<file path="src/rtl/wall_rect_collider_if.sv">
// rtl/wall_rect_collider_if.sv - table write, query and response bundle for the wall collider
interface wall_rect_collider_if #(
  parameter int COORD_W   = 10,
  parameter int SIZE_W    = 6,
  parameter int NUM_RECTS = 16,
  parameter int IDX_W     = $clog2(NUM_RECTS)
);
  logic               wr_en;
  logic [IDX_W-1:0]   wr_idx;
  logic               wr_enable;
  logic [COORD_W-1:0] wr_xmin;
  logic [COORD_W-1:0] wr_xmax;
  logic [COORD_W-1:0] wr_ymin;
  logic [COORD_W-1:0] wr_ymax;

  logic               req_valid;
  logic               req_ready;
  logic [COORD_W-1:0] req_x;
  logic [COORD_W-1:0] req_y;
  logic [SIZE_W-1:0]  req_w;
  logic [SIZE_W-1:0]  req_h;

  logic               resp_valid;
  logic               resp_ready;
  logic               resp_hit;
  logic [IDX_W-1:0]   resp_idx;

  modport master (
    output wr_en, wr_idx, wr_enable, wr_xmin, wr_xmax, wr_ymin, wr_ymax,
    output req_valid, req_x, req_y, req_w, req_h, resp_ready,
    input  req_ready, resp_valid, resp_hit, resp_idx
  );

  modport slave (
    input  wr_en, wr_idx, wr_enable, wr_xmin, wr_xmax, wr_ymin, wr_ymax,
    input  req_valid, req_x, req_y, req_w, req_h, resp_ready,
    output req_ready, resp_valid, resp_hit, resp_idx
  );
endinterface

</file>
<file path="src/rtl/wall_rect_collider.sv">
// rtl/wall_rect_collider.sv - sequential actor-box vs wall-table collision engine
// Scans one table entry per clock; the lowest-index overlapping enabled entry wins.
module wall_rect_collider #(
  parameter int COORD_W   = 10,
  parameter int SIZE_W    = 6,
  parameter int NUM_RECTS = 16,
  parameter int IDX_W     = $clog2(NUM_RECTS)
) (
  input  logic                 i_clk,
  input  logic                 i_rst,
  wall_rect_collider_if.slave  bus
);
  localparam int CW1 = COORD_W + 1;
  localparam logic [IDX_W-1:0] LAST_IDX = IDX_W'(NUM_RECTS - 1);

  typedef enum logic [1:0] {S_IDLE, S_SCAN, S_DONE} state_t;

  state_t             r_state;
  logic               r_req_ready;
  logic               r_resp_valid;
  logic               r_resp_hit;
  logic [IDX_W-1:0]   r_resp_idx;
  logic [IDX_W-1:0]   r_idx;
  logic [COORD_W-1:0] r_x;
  logic [COORD_W-1:0] r_y;
  logic [SIZE_W-1:0]  r_w;
  logic [SIZE_W-1:0]  r_h;

  logic [NUM_RECTS-1:0] r_en;
  logic [COORD_W-1:0]   r_xmin [NUM_RECTS];
  logic [COORD_W-1:0]   r_xmax [NUM_RECTS];
  logic [COORD_W-1:0]   r_ymin [NUM_RECTS];
  logic [COORD_W-1:0]   r_ymax [NUM_RECTS];

  always_ff @(posedge i_clk) begin
    if (i_rst) begin
      r_en <= '0;
    end else if (bus.wr_en) begin
      r_en[bus.wr_idx] <= bus.wr_enable;
    end
  end

  // Bounds carry no reset: a disabled entry's bounds are never consulted.
  always_ff @(posedge i_clk) begin
    if (!i_rst && bus.wr_en) begin
      r_xmin[bus.wr_idx] <= bus.wr_xmin;
      r_xmax[bus.wr_idx] <= bus.wr_xmax;
      r_ymin[bus.wr_idx] <= bus.wr_ymin;
      r_ymax[bus.wr_idx] <= bus.wr_ymax;
    end
  end

  logic [CW1-1:0] w_x0, w_y0, w_x_end, w_y_end;
  logic [CW1-1:0] w_xlo, w_ylo, w_xhi, w_yhi;
  logic           w_empty;
  logic           w_hit;

  // One extra bit on every sum keeps box ends and bound+1 from wrapping.
  assign w_x0    = {1'b0, r_x};
  assign w_y0    = {1'b0, r_y};
  assign w_x_end = w_x0 + {{(CW1-SIZE_W){1'b0}}, r_w};
  assign w_y_end = w_y0 + {{(CW1-SIZE_W){1'b0}}, r_h};
  assign w_xlo   = {1'b0, r_xmin[r_idx]} + CW1'(1);
  assign w_ylo   = {1'b0, r_ymin[r_idx]} + CW1'(1);
  assign w_xhi   = {1'b0, r_xmax[r_idx]};
  assign w_yhi   = {1'b0, r_ymax[r_idx]};
  assign w_empty = (w_xhi <= w_xlo) || (w_yhi <= w_ylo);
  assign w_hit   = r_en[r_idx] && (r_w != '0) && (r_h != '0) && !w_empty &&
                   (w_x0 < w_xhi) && (w_x_end > w_xlo) &&
                   (w_y0 < w_yhi) && (w_y_end > w_ylo);

  always_ff @(posedge i_clk) begin
    if (i_rst) begin
      r_state      <= S_IDLE;
      r_req_ready  <= 1'b1;
      r_resp_valid <= 1'b0;
      r_resp_hit   <= 1'b0;
      r_resp_idx   <= '0;
      r_idx        <= '0;
    end else begin
      case (r_state)
        S_IDLE: begin
          if (bus.req_valid) begin
            r_x         <= bus.req_x;
            r_y         <= bus.req_y;
            r_w         <= bus.req_w;
            r_h         <= bus.req_h;
            r_idx       <= '0;
            r_req_ready <= 1'b0;
            r_state     <= S_SCAN;
          end
        end
        S_SCAN: begin
          if (w_hit) begin
            r_resp_hit   <= 1'b1;
            r_resp_idx   <= r_idx;
            r_resp_valid <= 1'b1;
            r_state      <= S_DONE;
          end else if (r_idx == LAST_IDX) begin
            r_resp_hit   <= 1'b0;
            r_resp_idx   <= '0;
            r_resp_valid <= 1'b1;
            r_state      <= S_DONE;
          end else begin
            r_idx <= r_idx + IDX_W'(1);
          end
        end
        S_DONE: begin
          if (bus.resp_ready) begin
            r_resp_valid <= 1'b0;
            r_req_ready  <= 1'b1;
            r_state      <= S_IDLE;
          end
        end
        default: begin
          r_state      <= S_IDLE;
          r_req_ready  <= 1'b1;
          r_resp_valid <= 1'b0;
        end
      endcase
    end
  end

  assign bus.req_ready  = r_req_ready;
  assign bus.resp_valid = r_resp_valid;
  assign bus.resp_hit   = r_resp_hit;
  assign bus.resp_idx   = r_resp_idx;
endmodule
</file>
<file path="src/flat_wrapper.sv">
// flat-port wrapper written by rule: the top's interface ports become plain ports
module wall_rect_collider_flat 
#(
  parameter int COORD_W   = 10,
  parameter int SIZE_W    = 6,
  parameter int NUM_RECTS = 16,
  parameter int IDX_W     = $clog2(NUM_RECTS)
)
  (i_clk, i_rst, bus_wr_en, bus_wr_idx, bus_wr_enable, bus_wr_xmin, bus_wr_xmax, bus_wr_ymin, bus_wr_ymax, bus_req_valid, bus_req_x, bus_req_y, bus_req_w, bus_req_h, bus_resp_ready, bus_req_ready, bus_resp_valid, bus_resp_hit, bus_resp_idx);
  wall_rect_collider_if #(.COORD_W(COORD_W), .SIZE_W(SIZE_W), .NUM_RECTS(NUM_RECTS), .IDX_W(IDX_W)) bus_i ();
  input  logic i_clk;
  input  logic i_rst;
  input wire logic [$bits(bus_i.wr_en)-1:0] bus_wr_en;
  input wire logic [$bits(bus_i.wr_idx)-1:0] bus_wr_idx;
  input wire logic [$bits(bus_i.wr_enable)-1:0] bus_wr_enable;
  input wire logic [$bits(bus_i.wr_xmin)-1:0] bus_wr_xmin;
  input wire logic [$bits(bus_i.wr_xmax)-1:0] bus_wr_xmax;
  input wire logic [$bits(bus_i.wr_ymin)-1:0] bus_wr_ymin;
  input wire logic [$bits(bus_i.wr_ymax)-1:0] bus_wr_ymax;
  input wire logic [$bits(bus_i.req_valid)-1:0] bus_req_valid;
  input wire logic [$bits(bus_i.req_x)-1:0] bus_req_x;
  input wire logic [$bits(bus_i.req_y)-1:0] bus_req_y;
  input wire logic [$bits(bus_i.req_w)-1:0] bus_req_w;
  input wire logic [$bits(bus_i.req_h)-1:0] bus_req_h;
  input wire logic [$bits(bus_i.resp_ready)-1:0] bus_resp_ready;
  output wire logic [$bits(bus_i.req_ready)-1:0] bus_req_ready;
  output wire logic [$bits(bus_i.resp_valid)-1:0] bus_resp_valid;
  output wire logic [$bits(bus_i.resp_hit)-1:0] bus_resp_hit;
  output wire logic [$bits(bus_i.resp_idx)-1:0] bus_resp_idx;
  assign bus_i.wr_en = bus_wr_en;
  assign bus_i.wr_idx = bus_wr_idx;
  assign bus_i.wr_enable = bus_wr_enable;
  assign bus_i.wr_xmin = bus_wr_xmin;
  assign bus_i.wr_xmax = bus_wr_xmax;
  assign bus_i.wr_ymin = bus_wr_ymin;
  assign bus_i.wr_ymax = bus_wr_ymax;
  assign bus_i.req_valid = bus_req_valid;
  assign bus_i.req_x = bus_req_x;
  assign bus_i.req_y = bus_req_y;
  assign bus_i.req_w = bus_req_w;
  assign bus_i.req_h = bus_req_h;
  assign bus_i.resp_ready = bus_resp_ready;
  assign bus_req_ready = bus_i.req_ready;
  assign bus_resp_valid = bus_i.resp_valid;
  assign bus_resp_hit = bus_i.resp_hit;
  assign bus_resp_idx = bus_i.resp_idx;
  wall_rect_collider #(.COORD_W(COORD_W), .SIZE_W(SIZE_W), .NUM_RECTS(NUM_RECTS), .IDX_W(IDX_W)) u_core (.i_clk(i_clk), .i_rst(i_rst), .bus(bus_i));
endmodule
</file>
<file path="config.mk">
export PLATFORM = sky130hd
export DESIGN_NAME = wall_rect_collider_flat
export DESIGN_NICKNAME = d
export VERILOG_FILES = /design/src/rtl/wall_rect_collider_if.sv /design/src/rtl/wall_rect_collider.sv /design/src/flat_wrapper.sv
export SDC_FILE = /design/constraint.sdc
export NUM_CORES = 1
export LEC_CHECK = 0
export CAP_MARGIN = 30
export CORE_ASPECT_RATIO = 0.9
export CORE_UTILIZATION = 30
export DETAILED_ROUTE_END_ITERATION = 8
export GPL_TIMING_DRIVEN = 0
export MAX_ROUTING_LAYER = met4
export PLACE_DENSITY = 0.42
export SETUP_SLACK_MARGIN = 0.5
export SLEW_MARGIN = 25
export SYNTH_ARGS = -nofsm -noshare
export SYNTH_HDL_FRONTEND = slang
export SYNTH_SLANG_ARGS = --single-unit
</file>
<file path="constraint.sdc">
create_clock -name i_clk -period 7 [get_ports i_clk]
set_input_delay 1.05 -clock i_clk [delete_from_list [all_inputs] [get_ports i_clk]]
set_output_delay 1.05 -clock i_clk [all_outputs]
set_load 0.03 [all_outputs]
</file>
## Word level (Yosys, flattened, before mapping)

Memories as Yosys holds them, arrays and structs flattened. A register that Yosys moved wholly into a read port is not among the register bits.
Cells that the tools add are included.

| storage, ports and cells | value |
|---|---|
| flip-flop bits (word level) | 61 |
| bits in writable memories | 640 |
| input port bits | 82 |
| output and inout bits | 7 |
| word-level logic and storage cells | 98 |
| memories | 4 |

Memories:

| name | words | width | rd ports | clocked after Yosys merged registers in | wr ports | line | text |
|---|---|---|---|---|---|---|---|
| u_core.r_xmax | 16 | 10 | 1 | 1 | 1 | wall_rect_collider.sv:31 | `logic [COORD_W-1:0] r_xmax [NUM_RECTS];` |
| u_core.r_xmin | 16 | 10 | 1 | 1 | 1 | wall_rect_collider.sv:30 | `logic [COORD_W-1:0] r_xmin [NUM_RECTS];` |
| u_core.r_ymax | 16 | 10 | 1 | 1 | 1 | wall_rect_collider.sv:33 | `logic [COORD_W-1:0] r_ymax [NUM_RECTS];` |
| u_core.r_ymin | 16 | 10 | 1 | 1 | 1 | wall_rect_collider.sv:32 | `logic [COORD_W-1:0] r_ymin [NUM_RECTS];` |

| cells by class | value |
|---|---|
| add/sub/neg operators | 5 |
| magnitude comparators | 9 |
| eq/ne operators | 8 |
| muxes and demuxes | 35 |
| bitwise operators | 3 |
| reduce and logical (&&, ||, !) cells | 23 |

Operators by type and width:

| operator | count |
|---|---|
| $mux 4 | 13 |
| $add 10x1->11 const B | 2 |
| $add 10x6->11 | 2 |
| $gt 11x11->1 | 2 |
| $le 10x11->1 | 2 |
| $lt 10x10->1 | 2 |
| $bwmux 16 | 1 |
| $reduce_and 3->1 | 4 |
| $reduce_bool 6->1 | 2 |
| $mux 1 | 11 |
| $lt 4x5->1 const B | 2 |
| $logic_and 1x1->1 | 9 |
| $mux 2 | 4 |
| $ne 2x2->1 const B | 4 |
| $pmux 4 s2 | 1 |
| $pmux 1 s3 | 2 |
| $pmux 2 s3 | 1 |
| $add 4x1->4 const B | 1 |
| $bmux 1 s4 | 1 |
| $demux 1 s4 | 1 |
| $eq 4x4->1 const B | 1 |
| $ge 4x1->1 const B | 1 |
| $reduce_and 4->1 | 1 |
| $reduce_bool 2->1 | 2 |
| 8 further kinds | 11 |

## Depth between registers and ports, before layout

| logic depth | value |
|---|---|
| depth after elaboration | 13 |
| gate-level depth with buffers | 27 |

## Least setup slack after synthesis

No wires, ideal clock.

| timing | value |
|---|---|
| path type | register to register |
| start | register (tool-made name) |
| end | register u_core.r_resp_idx[1], in the netlist u_core.bus.resp_idx[1] |
| library setup time | 0.121 ns |
| data arrival time | 5.925 ns |
| data required time | 6.879 ns |
| setup slack | 0.953 ns |
| stages on the path, launching flop included | 28 |
| path buffers | 8 |
| clock period less this slack | 6.047 ns |
| path through | dfxtp_1 > buf_6 > buf_12 > buf_12 > buf_12 > buf_12 > buf_6 > buf_1 > mux4_2 > mux4_2 > ha_1 > o21ai_0 > o22a_1 > nor2_1 > nand4_1 > xor2_1 > ha_1 > o21a_1 > nor3_1 > a41oi_1 > o2111ai_1 > nor4b_1 > nand4_1 > a311o_1 > or4_1 > buf_2 > nand2b_4 > mux2_4 |

RTL lines:

| what | line | text |
|---|---|---|
| end signal: assignment | wall_rect_collider.sv:96 | `r_resp_idx <= r_idx;` |
| end: declaration | wall_rect_collider.sv:22 | `logic [IDX_W-1:0] r_resp_idx;` |

==> results_dict.tcl <==
set metrics [dict create \
    drt_wl_total_mm 82.8 \
    routed_via_density 5.03 \
    firstDrtPassIters 7 \
    place_congestion 0.814 \
    power_density_nw_per_um2 260 \
    first_iter_violations 1419 \
    finalSetupViolCount 0 \
    grt_pass1_vias 15975 \
    grt_pass1_wl_mm 118 \
    clock-sinks 705 \
    antenna_found_initial 3 \
    maxSlewHeadroom 0.373 \
    dr_total_vias 15399 \
    nFillCells 8792 \
    cts_root_buffer "clkbuf_16" \
    finalCriticalPeriod_ps 6270 \
    fmax_ghz 0.159 \
    ys_warn_count 0 \
    worst_pin_slew_ps 941 \
    hold_violations 0 \
    groute.usage.overall 0.173 \
    syn_inst 1494 \
    cts_buffers 80 \
    p_comb_frac 0.076 \
    min_path_type "flip-flop to flip-flop" \
    synth_seq_cells 705 \
    ant_nets 0 \
    fin_ws_ps 727 \
    drc_errors 0 \
    netlist_top_cells_area "edfxtp_1, mux4_2, ha_1" \
    clkLatencyLatePin_ps 610 \
    drive_gt1_frac 0.251 \
    finalNetCount 1889 \
    cts.reportedPaths.clkPinSlew_ps 60 \
    die_h_um 298 \
    initial_utilization 0.303 \
    synth_ff_type "edfxtp_1" \
    synth_async_sr_flop_share 0 \
    cp-start-kind "flip-flop" \
    placedInstanceArea_um2 33300 \
    htree_levels 3 \
    synth_edf_count 672 \
    fp-row-count 108 \
    p_sw_frac 0.220 \
    holdWs_ps 473 \
    die_w_um 331 \
    ios 89 \
    area_growth_pct 23.5 \
    stdcell_area_um2 36200 \
    synth_top_area_frac 0.689 \
    ys_seq_area_frac 0.712 \
    required_ps 7500 \
    cap_viol_max_count 0 \
    utilization 0.374 \
    rsz0062_at_grt "false" \
    place_ws_ps -1450 \
    p_leak_uw 0.0115 \
    post-route-period-util 0.896 \
    p_int_uw 7340 \
    die_area_um2 98900 \
    worstSetupPathType "flip-flop to flip-flop" \
    core_area_um2 96600 \
    arrival_ps 6770 \
    p_seq_frac 0.499 \
    endpoint_kind "flip-flop" \
    p_switching_uw 2070 \
    dp_hpwl_mm 58.3 \
    post_synth.cell_area_avg_um2 19.6 \
    finalClockSkew_ps 17.7 \
    p_total_uw 9410 \
    cts_tree "built" \
    syn_area_um2 29300 \
    wl_per_cell_um 27.0 \
    overflow 0 \
    io_buffers 88 \
    ir_drop_v 0.000158 \
    slew_violations 0 \
    clockPowerShare 0.425 \
    hold_buffers 0 \
    syn-num-nets 1647 \
    grt_max_degree 24 \
    outcome "finished, final reports clean" \
    synth_cell_type_count 84 \
    crit_fanout 10 \
    clockBufferDepth 3 \
    yosys.area.top_type "edfxtp_1" \
]
## synth_stat cells, types with 3 or more instances
cell and n:
o311a_1 3, clkbuf_1 30, a21oi_1 29, nor2_1 57
mux4_2 179, inv_1 35, a221o_1 4, a221oi_1 11
a211oi_1 5, or2_2 5, xnor2_1 16, buf_6 5
a21o_1 8, o2111ai_1 3, buf_2 12, buf_1 10
a32o_1 3, o21a_1 16, nand3_1 8, nand2b_1 12
xor2_1 14, dfxtp_1 33, nor3_1 19, nand2_1 32
buf_12 4, ha_1 69, o211ai_1 5, nand4_1 14
nand3b_1 3, o21ai_0 29, o31ai_1 4, a22o_1 3
nor3b_1 5, and3_1 7, o21ai_1 3, and2_1 5
a22oi_1 5, o21bai_1 5, mux2i_1 37, or4_1 3
nor2b_1 15, a311o_1 3, edfxtp_1 672
## what timing repair did
action | 4_1_cts | 5_1_grt
hold endpoints to repair | 0 | 0
pin swaps | 6 | 4
buffers inserted | 8 | 5
endpoints found under the setup margin | 16 | 16
resized for setup | 68 | 10
## cell families (layout without fill, tap and decap cells)
logic type	after synthesis	after routing	synth area share
buffers and inverters	98	399	0.0170
DFF	705	705	0.712
muxes	219	219	0.152
adders and majority gates	72	72	0.0312
AOI/OAI and AO/OA	167	167	0.0414
and+or+nand+nor	201	201	0.0361
xor gates and xnor gates	32	32	0.0106
other	0	4	0
## per-stage QoR
stage | setup TNS [ps] | instances
2_1_floorplan | 0 | 1494
3_3_place_gp | -426370 | 2847
3_5_place_dp | -20660 | 2906
4_1_cts | 0 | 3055
5_1_grt | 0 | 3064
6_report | 0 | 3064
## flip-flops by register name, indices dropped and copies added, names as in the netlist, 2 cells and up, named ones only
name / cells
u_core.r_idx: 4
u_core.r_ymin: 160
u_core.r_en: 16
u_core.r_xmin: 160
u_core.r_state: 2
u_core.r_xmax: 160
u_core.r_h: 6
u_core.r_x: 10
u_core.bus.resp_idx: 4
u_core.r_y: 10
u_core.r_ymax: 160
u_core.r_w: 6
## routing by layer
layer	GRT usage	share of wire	vias to the layer above
met4	0.0422	0.019	0
met5	-	0	-
met1	0.257	0.50	8280
li1	-	-	6706
met3	0.0258	0.037	105
met2	0.249	0.44	308
## path summary, 6_finish.rpt
path                                                    from                                   to  slack, ps  depth (start not counted)
worst max-delay path                               flip-flop  u_core.bus.resp_idx[1]$_SDFFE_PP0P_        730                         27
worst min register to register  u_core.r_en[13]$_SDFFE_PP0P_         u_core.r_en[13]$_SDFFE_PP0P_        470                          2
worst min-delay path            u_core.r_en[13]$_SDFFE_PP0P_         u_core.r_en[13]$_SDFFE_PP0P_        470                          2
worst max register to register                     flip-flop  u_core.bus.resp_idx[1]$_SDFFE_PP0P_        730                         27
## worst max-delay path, cell delays in order, from the launching register on
cell and delay [ps]:
dfxtp_1 350, buf_12 130, buf_12 100, buf_12 100, buf_12 100, buf_12 150
buf_16 160, buf_12 150, mux4_2 520, mux4_2 600, ha_4 230, o21ai_0 70
o22a_2 220, nor2_1 80, nand4_1 220, xor2_2 110, ha_1 310, o21a_1 120
nor3_1 50, a41oi_1 190, o2111ai_2 220, nor4b_4 280, nand4_1 120, a311o_1 350
or4_4 480, buf_4 210, nand2b_4 170, mux2_4 300
## area by class of cell
| cell class | instances | area [um2] | area share |
|---|---|---|---|
| Antenna cell | 4 | 10.0 | 0.000277 |
| Buffer | 62 | 562 | 0.0155 |
| Clock buffer | 101 | 2130 | 0.0590 |
| Clock inverter | 40 | 333 | 0.00920 |
| Inverter | 36 | 140 | 0.00387 |
| Multi-Input combinational cell | 691 | 8130 | 0.225 |
| Sequential cell | 705 | 20800 | 0.576 |
| Tap cell | 1265 | 1580 | 0.0438 |
| Timing Repair Buffer | 160 | 2440 | 0.0675 |
## cells in the final DEF, fill, tap and decap left out, drive strengths merged, types with 19 or more instances in the layout
master         count
a21oi             29
buf              103
clkbuf           132
clkdlybuf4s50     88
clkinv            31
dfxtp             33
edfxtp           672
ha                69
inv               37
mux2i             37
mux4             180
nand2             32
nor2              57
nor3              19
o21ai             33
## power groups by stage
stage / registers, uW / logic (uW) / clock network, uW
2_1_floorplan: 4780 / 406 / 0
5_1_grt: 4700 / 775 / 4250
3_3_place_gp: 4790 / 659 / 0
4_1_cts: 4700 / 718 / 4100
6_report: 4700 / 712 / 4000
3_5_place_dp: 4790 / 696 / 0
No activity file was read; power rests on OpenSTA's default activity.
